[config.mk]
export PLATFORM = sky130hd
export DESIGN_NAME = fir8_stream_ctrl
export DESIGN_NICKNAME = d
export VERILOG_FILES = /design/src/rtl/fir8_pkg.sv /design/src/rtl/fir8_out_serializer.sv /design/src/rtl/fir8_stream_ctrl.sv
export SDC_FILE = /design/constraint.sdc
export NUM_CORES = 1
export LEC_CHECK = 0
export BUFFER_PORTS_ARGS = -buffer_cell sky130_fd_sc_hd__buf_2
export CORE_MARGIN = 2
export CORE_UTILIZATION = 60
export DETAILED_ROUTE_END_ITERATION = 7
export PLACE_DENSITY = 0.94
export SLEW_MARGIN = 0
export SYNTH_ARGS = -nofsm -noshare
export SYNTH_HDL_FRONTEND = slang
export SYNTH_SLANG_ARGS = --single-unit
[constraint.sdc]
create_clock -name clk -period 7.9 [get_ports clk]
set_input_delay 1.185 -clock clk [delete_from_list [all_inputs] [get_ports clk]]
set_output_delay 1.185 -clock clk [all_outputs]
set_load 0.05 [all_outputs]
[src/rtl/fir8_pkg.sv]
// -----------------------------------------------------------------------------
// fir8_pkg
// Shared types and constants for the 8-lane FIR stream controller.
//   DW         default sample width
//   LANES      lanes per block handed to the FFA FIR core
//   NW         width of a per-block real-sample count (1..8)
//   lane_vec_t one block of lanes, lane 0 in the low slice
//   state_t    input-side scheduler states
//   trk_t      per-issue tracking entry {valid, n, flushed}
//   sat_inc32  saturating 32-bit increment
// -----------------------------------------------------------------------------
package fir8_pkg;

    localparam int DW    = 16;
    localparam int LANES = 8;
    localparam int NW    = 4;

    typedef logic [DW-1:0]          lane_t;
    typedef lane_t [LANES-1:0]      lane_vec_t;

    typedef enum logic [1:0] {
        ST_IDLE  = 2'd0,
        ST_FILL  = 2'd1,
        ST_ISSUE = 2'd2
    } state_t;

    typedef struct packed {
        logic          valid;
        logic [NW-1:0] n;
        logic          flushed;
    } trk_t;

    // Counter step that sticks at all-ones instead of wrapping.
    function automatic logic [31:0] sat_inc32(input logic [31:0] v);
        return (v == 32'hFFFF_FFFF) ? v : (v + 32'd1);
    endfunction

endpackage

[src/rtl/fir8_out_serializer.sv]
// -----------------------------------------------------------------------------
// fir8_out_serializer
// Result block buffer (OBUF blocks, circular) and valid/ready re-serialiser.
// Ports:
//   clk, rst_n             clock, async active-low reset
//   cap, cap_n, cap_flushed capture strobe and block metadata from tracking
//   y_lanes                core result lanes, lane 0 in the low slice
//   m_data/m_valid/m_last  registered output stream
//   m_ready                downstream accept
//   blk_done               last real sample of a block handshaken this cycle
// A block leaves the buffer as soon as its final lane is loaded into the
// output register; the top-level occupancy counter only releases it at the
// handshake, so the buffer can never be written while full.
// -----------------------------------------------------------------------------
module fir8_out_serializer
    import fir8_pkg::*;
#(
    parameter int DW   = fir8_pkg::DW,
    parameter int OBUF = 2
) (
    input  logic                       clk,
    input  logic                       rst_n,
    input  logic                       cap,
    input  logic [NW-1:0]              cap_n,
    input  logic                       cap_flushed,
    input  logic [LANES-1:0][DW-1:0]   y_lanes,
    input  logic                       m_ready,
    output logic [DW-1:0]              m_data,
    output logic                       m_valid,
    output logic                       m_last,
    output logic                       blk_done
);

    localparam int PW = (OBUF > 1) ? $clog2(OBUF) : 1;
    localparam int CW = $clog2(OBUF + 1);

    logic [LANES-1:0][DW-1:0] buf_r [OBUF];
    logic [NW-1:0]            meta_n_r [OBUF];
    logic                     meta_fl_r [OBUF];
    logic [PW-1:0]            wr_ptr_r;
    logic [PW-1:0]            rd_ptr_r;
    logic [CW-1:0]            bcnt_r;
    logic [2:0]               idx_r;
    logic                     cur_end_r;
    logic [DW-1:0]            m_data_r;
    logic                     m_valid_r;
    logic                     m_last_r;

    logic                     at_end_s;
    logic                     ld_s;
    logic                     pop_s;

    function automatic logic [PW-1:0] ptr_inc(input logic [PW-1:0] p);
        return (p == PW'(OBUF - 1)) ? {PW{1'b0}} : (p + {{(PW-1){1'b0}}, 1'b1});
    endfunction

    // Load/pop decisions for the next output sample.
    always_comb begin
        at_end_s = ({1'b0, idx_r} == (meta_n_r[rd_ptr_r] - 4'd1));
        ld_s     = (!m_valid_r || m_ready) && (bcnt_r != {CW{1'b0}});
        pop_s    = ld_s && at_end_s;
    end

    assign blk_done = m_valid_r && m_ready && cur_end_r;
    assign m_data   = m_data_r;
    assign m_valid  = m_valid_r;
    assign m_last   = m_last_r;

    // Capture side: write a returning block into the next free slot.
    always_ff @(posedge clk or negedge rst_n) begin
        if (!rst_n) begin
            wr_ptr_r <= {PW{1'b0}};
            for (int i = 0; i < OBUF; i++) begin
                buf_r[i]     <= '0;
                meta_n_r[i]  <= {NW{1'b0}};
                meta_fl_r[i] <= 1'b0;
            end
        end else if (cap) begin
            buf_r[wr_ptr_r]     <= y_lanes;
            meta_n_r[wr_ptr_r]  <= cap_n;
            meta_fl_r[wr_ptr_r] <= cap_flushed;
            wr_ptr_r            <= ptr_inc(wr_ptr_r);
        end
    end

    // Number of blocks resident in the buffer.
    always_ff @(posedge clk or negedge rst_n) begin
        if (!rst_n) begin
            bcnt_r <= {CW{1'b0}};
        end else begin
            bcnt_r <= bcnt_r + CW'(cap) - CW'(pop_s);
        end
    end

    // Output register and lane walk; holds while the sink stalls.
    always_ff @(posedge clk or negedge rst_n) begin
        if (!rst_n) begin
            rd_ptr_r  <= {PW{1'b0}};
            idx_r     <= 3'd0;
            cur_end_r <= 1'b0;
            m_data_r  <= {DW{1'b0}};
            m_valid_r <= 1'b0;
            m_last_r  <= 1'b0;
        end else if (ld_s) begin
            m_data_r  <= buf_r[rd_ptr_r][idx_r];
            m_valid_r <= 1'b1;
            m_last_r  <= at_end_s && meta_fl_r[rd_ptr_r];
            cur_end_r <= at_end_s;
            if (at_end_s) begin
                idx_r    <= 3'd0;
                rd_ptr_r <= ptr_inc(rd_ptr_r);
            end else begin
                idx_r    <= idx_r + 3'd1;
            end
        end else if (m_ready) begin
            m_valid_r <= 1'b0;
            m_last_r  <= 1'b0;
            cur_end_r <= 1'b0;
        end
    end

endmodule

[src/rtl/fir8_stream_ctrl.sv]
// -----------------------------------------------------------------------------
// fir8_stream_ctrl
// Stream scheduler for the 8-parallel FFA FIR core: packs serial samples into
// 8-lane blocks, strobes fir_en once per block, tracks core latency and
// re-serialises the returned blocks with valid/ready backpressure.
// Ports:
//   clk, rst_n                     clock, async active-low reset
//   s_data/s_valid/s_ready, flush  serial input stream, partial-block flush
//   m_data/m_valid/m_ready, m_last serial output stream
//   fir_en, x8k..x8k_7             block issue to the core
//   y8k..y8k_7                     core results (LAT cycles after fir_en)
//   busy                           partial, in-flight or buffered data exists
// Build option FIR8_CTRL_STATS_EN adds saturating counters blk_cnt, stall_cnt.
// -----------------------------------------------------------------------------
module fir8_stream_ctrl
    import fir8_pkg::*;
#(
    parameter int DW   = fir8_pkg::DW,
    parameter int LAT  = 2,
    parameter int OBUF = 2
) (
    input  logic          clk,
    input  logic          rst_n,
    input  logic [DW-1:0] s_data,
    input  logic          s_valid,
    output logic          s_ready,
    input  logic          flush,
    output logic [DW-1:0] m_data,
    output logic          m_valid,
    input  logic          m_ready,
    output logic          m_last,
    output logic          fir_en,
    output logic [DW-1:0] x8k,
    output logic [DW-1:0] x8k_1,
    output logic [DW-1:0] x8k_2,
    output logic [DW-1:0] x8k_3,
    output logic [DW-1:0] x8k_4,
    output logic [DW-1:0] x8k_5,
    output logic [DW-1:0] x8k_6,
    output logic [DW-1:0] x8k_7,
    input  logic [DW-1:0] y8k,
    input  logic [DW-1:0] y8k_1,
    input  logic [DW-1:0] y8k_2,
    input  logic [DW-1:0] y8k_3,
    input  logic [DW-1:0] y8k_4,
    input  logic [DW-1:0] y8k_5,
    input  logic [DW-1:0] y8k_6,
    input  logic [DW-1:0] y8k_7,
    output logic          busy
`ifdef FIR8_CTRL_STATS_EN
    ,
    output logic [31:0]   blk_cnt,
    output logic [31:0]   stall_cnt
`endif
);

    localparam int OCW = $clog2(OBUF + 1);

    state_t                   state_r;
    logic [2:0]               cnt_r;
    logic [LANES-1:0][DW-1:0] fill_r;
    logic [LANES-1:0][DW-1:0] x_r;
    logic [NW-1:0]            n_r;
    logic                     flushed_r;
    logic                     fir_en_r;
    logic                     busy_r;
    logic [OCW-1:0]           occ_r;
    trk_t                     trk_r [LAT];

    logic                     accept_s;
    logic                     to_issue_s;
    logic                     issue_go_s;
    state_t                   state_nxt_s;
    logic [2:0]               cnt_nxt_s;
    logic [OCW-1:0]           occ_nxt_s;
    logic [LANES-1:0][DW-1:0] x_nxt_s;
    logic                     blk_done_s;

    assign s_ready = (state_r == ST_FILL);

    // Next-state, lane counter and issue decisions.
    always_comb begin
        accept_s    = s_valid && (state_r == ST_FILL);
        // A flush that coincides with an accept always closes the block,
        // even from an empty block (n becomes cnt+1).
        to_issue_s  = (state_r == ST_FILL) &&
                      ((accept_s && (cnt_r == 3'd7)) ||
                       (flush && (accept_s || (cnt_r != 3'd0))));
        issue_go_s  = (state_r == ST_ISSUE) && (occ_r < OCW'(OBUF));
        state_nxt_s = state_r;
        cnt_nxt_s   = cnt_r;
        case (state_r)
            ST_IDLE:  state_nxt_s = ST_FILL;
            ST_FILL:  state_nxt_s = to_issue_s ? ST_ISSUE : ST_FILL;
            ST_ISSUE: state_nxt_s = issue_go_s ? ST_FILL : ST_ISSUE;
            default:  state_nxt_s = ST_IDLE;
        endcase
        if (issue_go_s) begin
            cnt_nxt_s = 3'd0;
        end else if (accept_s) begin
            cnt_nxt_s = cnt_r + 3'd1;
        end else begin
            cnt_nxt_s = cnt_r;
        end
        occ_nxt_s = occ_r + OCW'(fir_en_r) - OCW'(blk_done_s);
    end

    // Issued lanes: real samples below n, zero padding above.
    always_comb begin
        x_nxt_s = '0;
        for (int i = 0; i < LANES; i++) begin
            if (i < int'(n_r)) begin
                x_nxt_s[i] = fill_r[i];
            end else begin
                x_nxt_s[i] = {DW{1'b0}};
            end
        end
    end

    // Scheduler FSM with registered fir_en, lanes and busy.
    always_ff @(posedge clk or negedge rst_n) begin
        if (!rst_n) begin
            state_r   <= ST_IDLE;
            cnt_r     <= 3'd0;
            fill_r    <= '0;
            x_r       <= '0;
            n_r       <= {NW{1'b0}};
            flushed_r <= 1'b0;
            fir_en_r  <= 1'b0;
            busy_r    <= 1'b0;
        end else begin
            state_r  <= state_nxt_s;
            cnt_r    <= cnt_nxt_s;
            fir_en_r <= issue_go_s;
            busy_r   <= (cnt_nxt_s != 3'd0) || (state_nxt_s == ST_ISSUE) ||
                        (occ_nxt_s != {OCW{1'b0}});
            if (accept_s) begin
                fill_r[cnt_r] <= s_data;
            end
            if (to_issue_s) begin
                n_r       <= accept_s ? ({1'b0, cnt_r} + 4'd1) : {1'b0, cnt_r};
                flushed_r <= flush;
            end
            if (issue_go_s) begin
                x_r <= x_nxt_s;
            end
        end
    end

    // Blocks issued but not yet fully handshaken on the output side.
    always_ff @(posedge clk or negedge rst_n) begin
        if (!rst_n) begin
            occ_r <= {OCW{1'b0}};
        end else begin
            occ_r <= occ_nxt_s;
        end
    end

    // Latency tracker: stage LAT-1 is valid in the cycle the core output is.
    always_ff @(posedge clk or negedge rst_n) begin
        if (!rst_n) begin
            for (int k = 0; k < LAT; k++) begin
                trk_r[k] <= '0;
            end
        end else begin
            trk_r[0] <= {fir_en_r, n_r, flushed_r};
            for (int k = 1; k < LAT; k++) begin
                trk_r[k] <= trk_r[k-1];
            end
        end
    end

    fir8_out_serializer #(
        .DW   (DW),
        .OBUF (OBUF)
    ) u_ser (
        .clk         (clk),
        .rst_n       (rst_n),
        .cap         (trk_r[LAT-1].valid),
        .cap_n       (trk_r[LAT-1].n),
        .cap_flushed (trk_r[LAT-1].flushed),
        .y_lanes     ({y8k_7, y8k_6, y8k_5, y8k_4, y8k_3, y8k_2, y8k_1, y8k}),
        .m_ready     (m_ready),
        .m_data      (m_data),
        .m_valid     (m_valid),
        .m_last      (m_last),
        .blk_done    (blk_done_s)
    );

    assign fir_en = fir_en_r;
    assign busy   = busy_r;
    assign x8k    = x_r[0];
    assign x8k_1  = x_r[1];
    assign x8k_2  = x_r[2];
    assign x8k_3  = x_r[3];
    assign x8k_4  = x_r[4];
    assign x8k_5  = x_r[5];
    assign x8k_6  = x_r[6];
    assign x8k_7  = x_r[7];

`ifdef FIR8_CTRL_STATS_EN
    logic [31:0] blk_cnt_r;
    logic [31:0] stall_cnt_r;

    // Saturating issue and issue-wait counters.
    always_ff @(posedge clk or negedge rst_n) begin
        if (!rst_n) begin
            blk_cnt_r   <= 32'd0;
            stall_cnt_r <= 32'd0;
        end else begin
            if (fir_en_r) begin
                blk_cnt_r <= sat_inc32(blk_cnt_r);
            end
            if ((state_r == ST_ISSUE) && !issue_go_s) begin
                stall_cnt_r <= sat_inc32(stall_cnt_r);
            end
        end
    end

    assign blk_cnt   = blk_cnt_r;
    assign stall_cnt = stall_cnt_r;
`endif

endmodule

==> run summary <==
pins over their slew limit: 0
WL/cell: 24.55 um
# rows: 72
DR vias: 14,534
Final setup viols: 0
YS warnings: 0
largest cells by area after synthesis: dfrtp_1 62%, mux2_2 19%, mux4_2 6.2%, a22o_1 3.6%, mux2i_1 1.7%
worst vdd ir: 0.3878 mV
P&R area growth vs syn: 16.29%
DRT antenna net count: 0
drt pass-1 iters: 5
WP data arrival: 4.01 ns
largest area contributor in the netlist: dfrtp_1
Synth top area share: 0.6162
fraction of layout cells with a size suffix above 1: 0.4785
Initial DRC Count: 1,045
Tcrit/Tclk final: 0.4464
dpl ws: 4.505 ns
routed wire length: 57,990 um
clk buf depth: 3
DRC: 0
final hold violations: 0
CTS tree: yes
max cap viols: 0
Layout Nets: 1,952
Synth Cell Area: 0.02331 mm^2
clock sink count: 574
clock transition at the registers of the reported paths: 0.06 ns
vias per cell: 6.153
largest net degree at the start of global routing: 187
gpl congestion: 0.8612
vias in the first global route: 15,601
Initial Util: 0.6059
Seq cells post-synth: 574
Port Buf Inserts: 297
fmax: 0.2835 GHz
crit path time final: 3.527 ns
clock root cell: clkbuf_16
crit path max fanout: 70
htree depth: 2
CORE AREA: 0.03847 mm^2
CTS resizes: 0
most common cell after layout, fill and taps aside: dfrtp_1
commonest non-fill, non-tap cells in the layout: 571 x dfrtp_1, 385 x mux2_2, 296 x buf_2
hold-fix buffers at CTS: 0
die area: 0.04044 mm^2
Post-synth EDFFs: 0
outcome: finished, final reports clean
nature of the critical path startpoint: register
synth unique cells: 49
register area share after synthesis: 0.6162
P_leak: 12.90 nW
post-route setup slack: 4.373 ns
worst min-delay path category: register to register
post-CTS setup buffers: 0
Async S/R FF share, synth: 1.000
Fin Setup TNS: 0 ns
HPWL after DPL: 36,330 um
total CTS buffers: 56
Worst-Skew Late Latency: 0.61 ns
Post-Syn Instances: 1,517
initial antenna violation count: 4
GRT overflow: 0
RSZ-0062 raised after global routing: false
Total Routing Usage GR: 0.2934
relative slew slack: 0.1835
crit end category: register
Syn Area/Cell: 15.36 um^2
I/O Pins: 298
first-pass GRT wire length: 91,070 um
Most used DFF post-synth: dfrtp_1
Post-Route Skew: 0.02222 ns
Die Ht: 201.1 um
measured slew at the worst slew-check pin: 1.220 ns
Die X: 201.1 um
PwrDens: 459.3 mW/mm^2
worst setup path class: register to register
Syn Nets: 1,675
worst path required time: 8.39 ns
==> worst max-delay path, cell delays in order, from the launching register on <==
cell	delay (ns)
dfrtp_1	0.46
nand3_4	0.64
buf_4	0.71
clkinv_1	1.03
nand3_1	0.40
nand2_1	0.09
==> cell type report <==
type / instances / area (um^2)
tap: 518 / 648.1
sequential: 574 / 14370
antenna: 5 / 12.51
clock buffer: 78 / 1625
clock inverter: 25 / 252.7
multi-input combinational: 837 / 8513
fill: 2392 / 11360
inverter: 13 / 48.80
timing repair buffer: 312 / 1634
==> cell families (layout without fill, tap and decap cells) <==
| family | count (synthesis) | count (layout) | share of synthesized area |
|---|---|---|---|
| flip-flops | 574 | 574 | 0.6162 |
| AO/OA/AOI/OAI | 155 | 155 | 0.05132 |
| multiplexers | 498 | 498 | 0.2710 |
| other | 0 | 5 | 0 |
| AND/OR/NAND/NOR | 163 | 163 | 0.03194 |
| XOR/XNOR | 12 | 12 | 0.004509 |
| buffers and inverters | 106 | 428 | 0.02013 |
| adder cells (fa/ha/maj) | 9 | 9 | 0.004831 |
==> Yosys cell counts (3+ instances only) <==
cell,number
a22o_1,97
xnor2_1,9
mux2_4,10
ha_1,9
nor2_1,27
mux2_2,385
nor3_1,4
mux4_2,64
nor2b_1,3
buf_2,21
a21o_1,7
clkbuf_1,54
nand3_1,37
inv_1,12
buf_1,11
xor2_1,3
dfrtp_1,574
o22ai_1,5
buf_4,3
buf_6,3
o21ai_0,17
mux2i_1,39
a21oi_1,19
nand2_1,74
==> layer usage <==
layer / global-route usage / up-vias / wire length [um]
met2: 0.4785 / 632 / 28490
met1: 0.3754 / 7613 / 22030
met3: 0.07208 / 176 / 4699
met4: 0.1352 / 4 / 2730
li1: - / 6109 / -
met5: 0 / - / 33
==> final timing paths <==
check                                     start                            to  slack, ns  cells past startpoint
setup / recovery           state_r[1]$_DFF_PN0_         x8k_3[12]$_DFFE_PN0P_       4.37                      5
hold / removal              trk_r[10]$_DFF_PN0_            trk_r[4]$_DFF_PN0_       0.35                      0
setup reg to reg           state_r[1]$_DFF_PN0_         x8k_3[12]$_DFFE_PN0P_       4.37                      5
hold reg to reg             trk_r[10]$_DFF_PN0_            trk_r[4]$_DFF_PN0_       0.35                      0
max in group asynchronous                 rst_n        fill_r[22]$_DFFE_PN0P_       5.76                      2
min in group asynchronous                 rst_n  u_ser.buf_r[132]$_DFFE_PN0P_       0.63                      1
==> sequential cells by signal, indices dropped and copies added (netlist names), 4 cells and up <==
signal	flops
fill_r	128
n_r	4
trk_r	12
u_ser.buf_r	256
u_ser.m_data	16
u_ser.meta_n_r	8
x8k	16
x8k_1	16
x8k_2	16
x8k_3	16
x8k_4	16
x8k_5	16
x8k_6	16
x8k_7	16
==> through the flow <==
step / hold slack, ns / utilization / instance area, um^2 / std cells / total power (W)
6_report: 0.3488 / 0.7046 / 27100 / 2362 / 0.01245
4_1_cts: 0.3491 / 0.7041 / 27090 / 2357 / 0.01249
3_3_place_gp: 0.3361 / 0.6553 / 25210 / 2254 / 0.009364
5_1_grt: 0.3497 / 0.7043 / 27090 / 2357 / 0.01300
3_5_place_dp: 0.3347 / 0.6553 / 25210 / 2254 / 0.009654
2_1_floorplan: 0.3312 / - / 23310 / 1517 / 0.008358
==> power by group <==
group | switching [W] | leakage [nW] | internal, W | total [W]
registers | 0.000860 | 7.16 | 0.00428 | 0.00514
logic | 0.00256 | 4.81 | 0.00204 | 0.00460
clock network | 0.00114 | 0.934 | 0.00157 | 0.00271
total | 0.00456 | 12.9 | 0.00789 | 0.0125
Note: power is estimated with default switching activity, not from simulation.
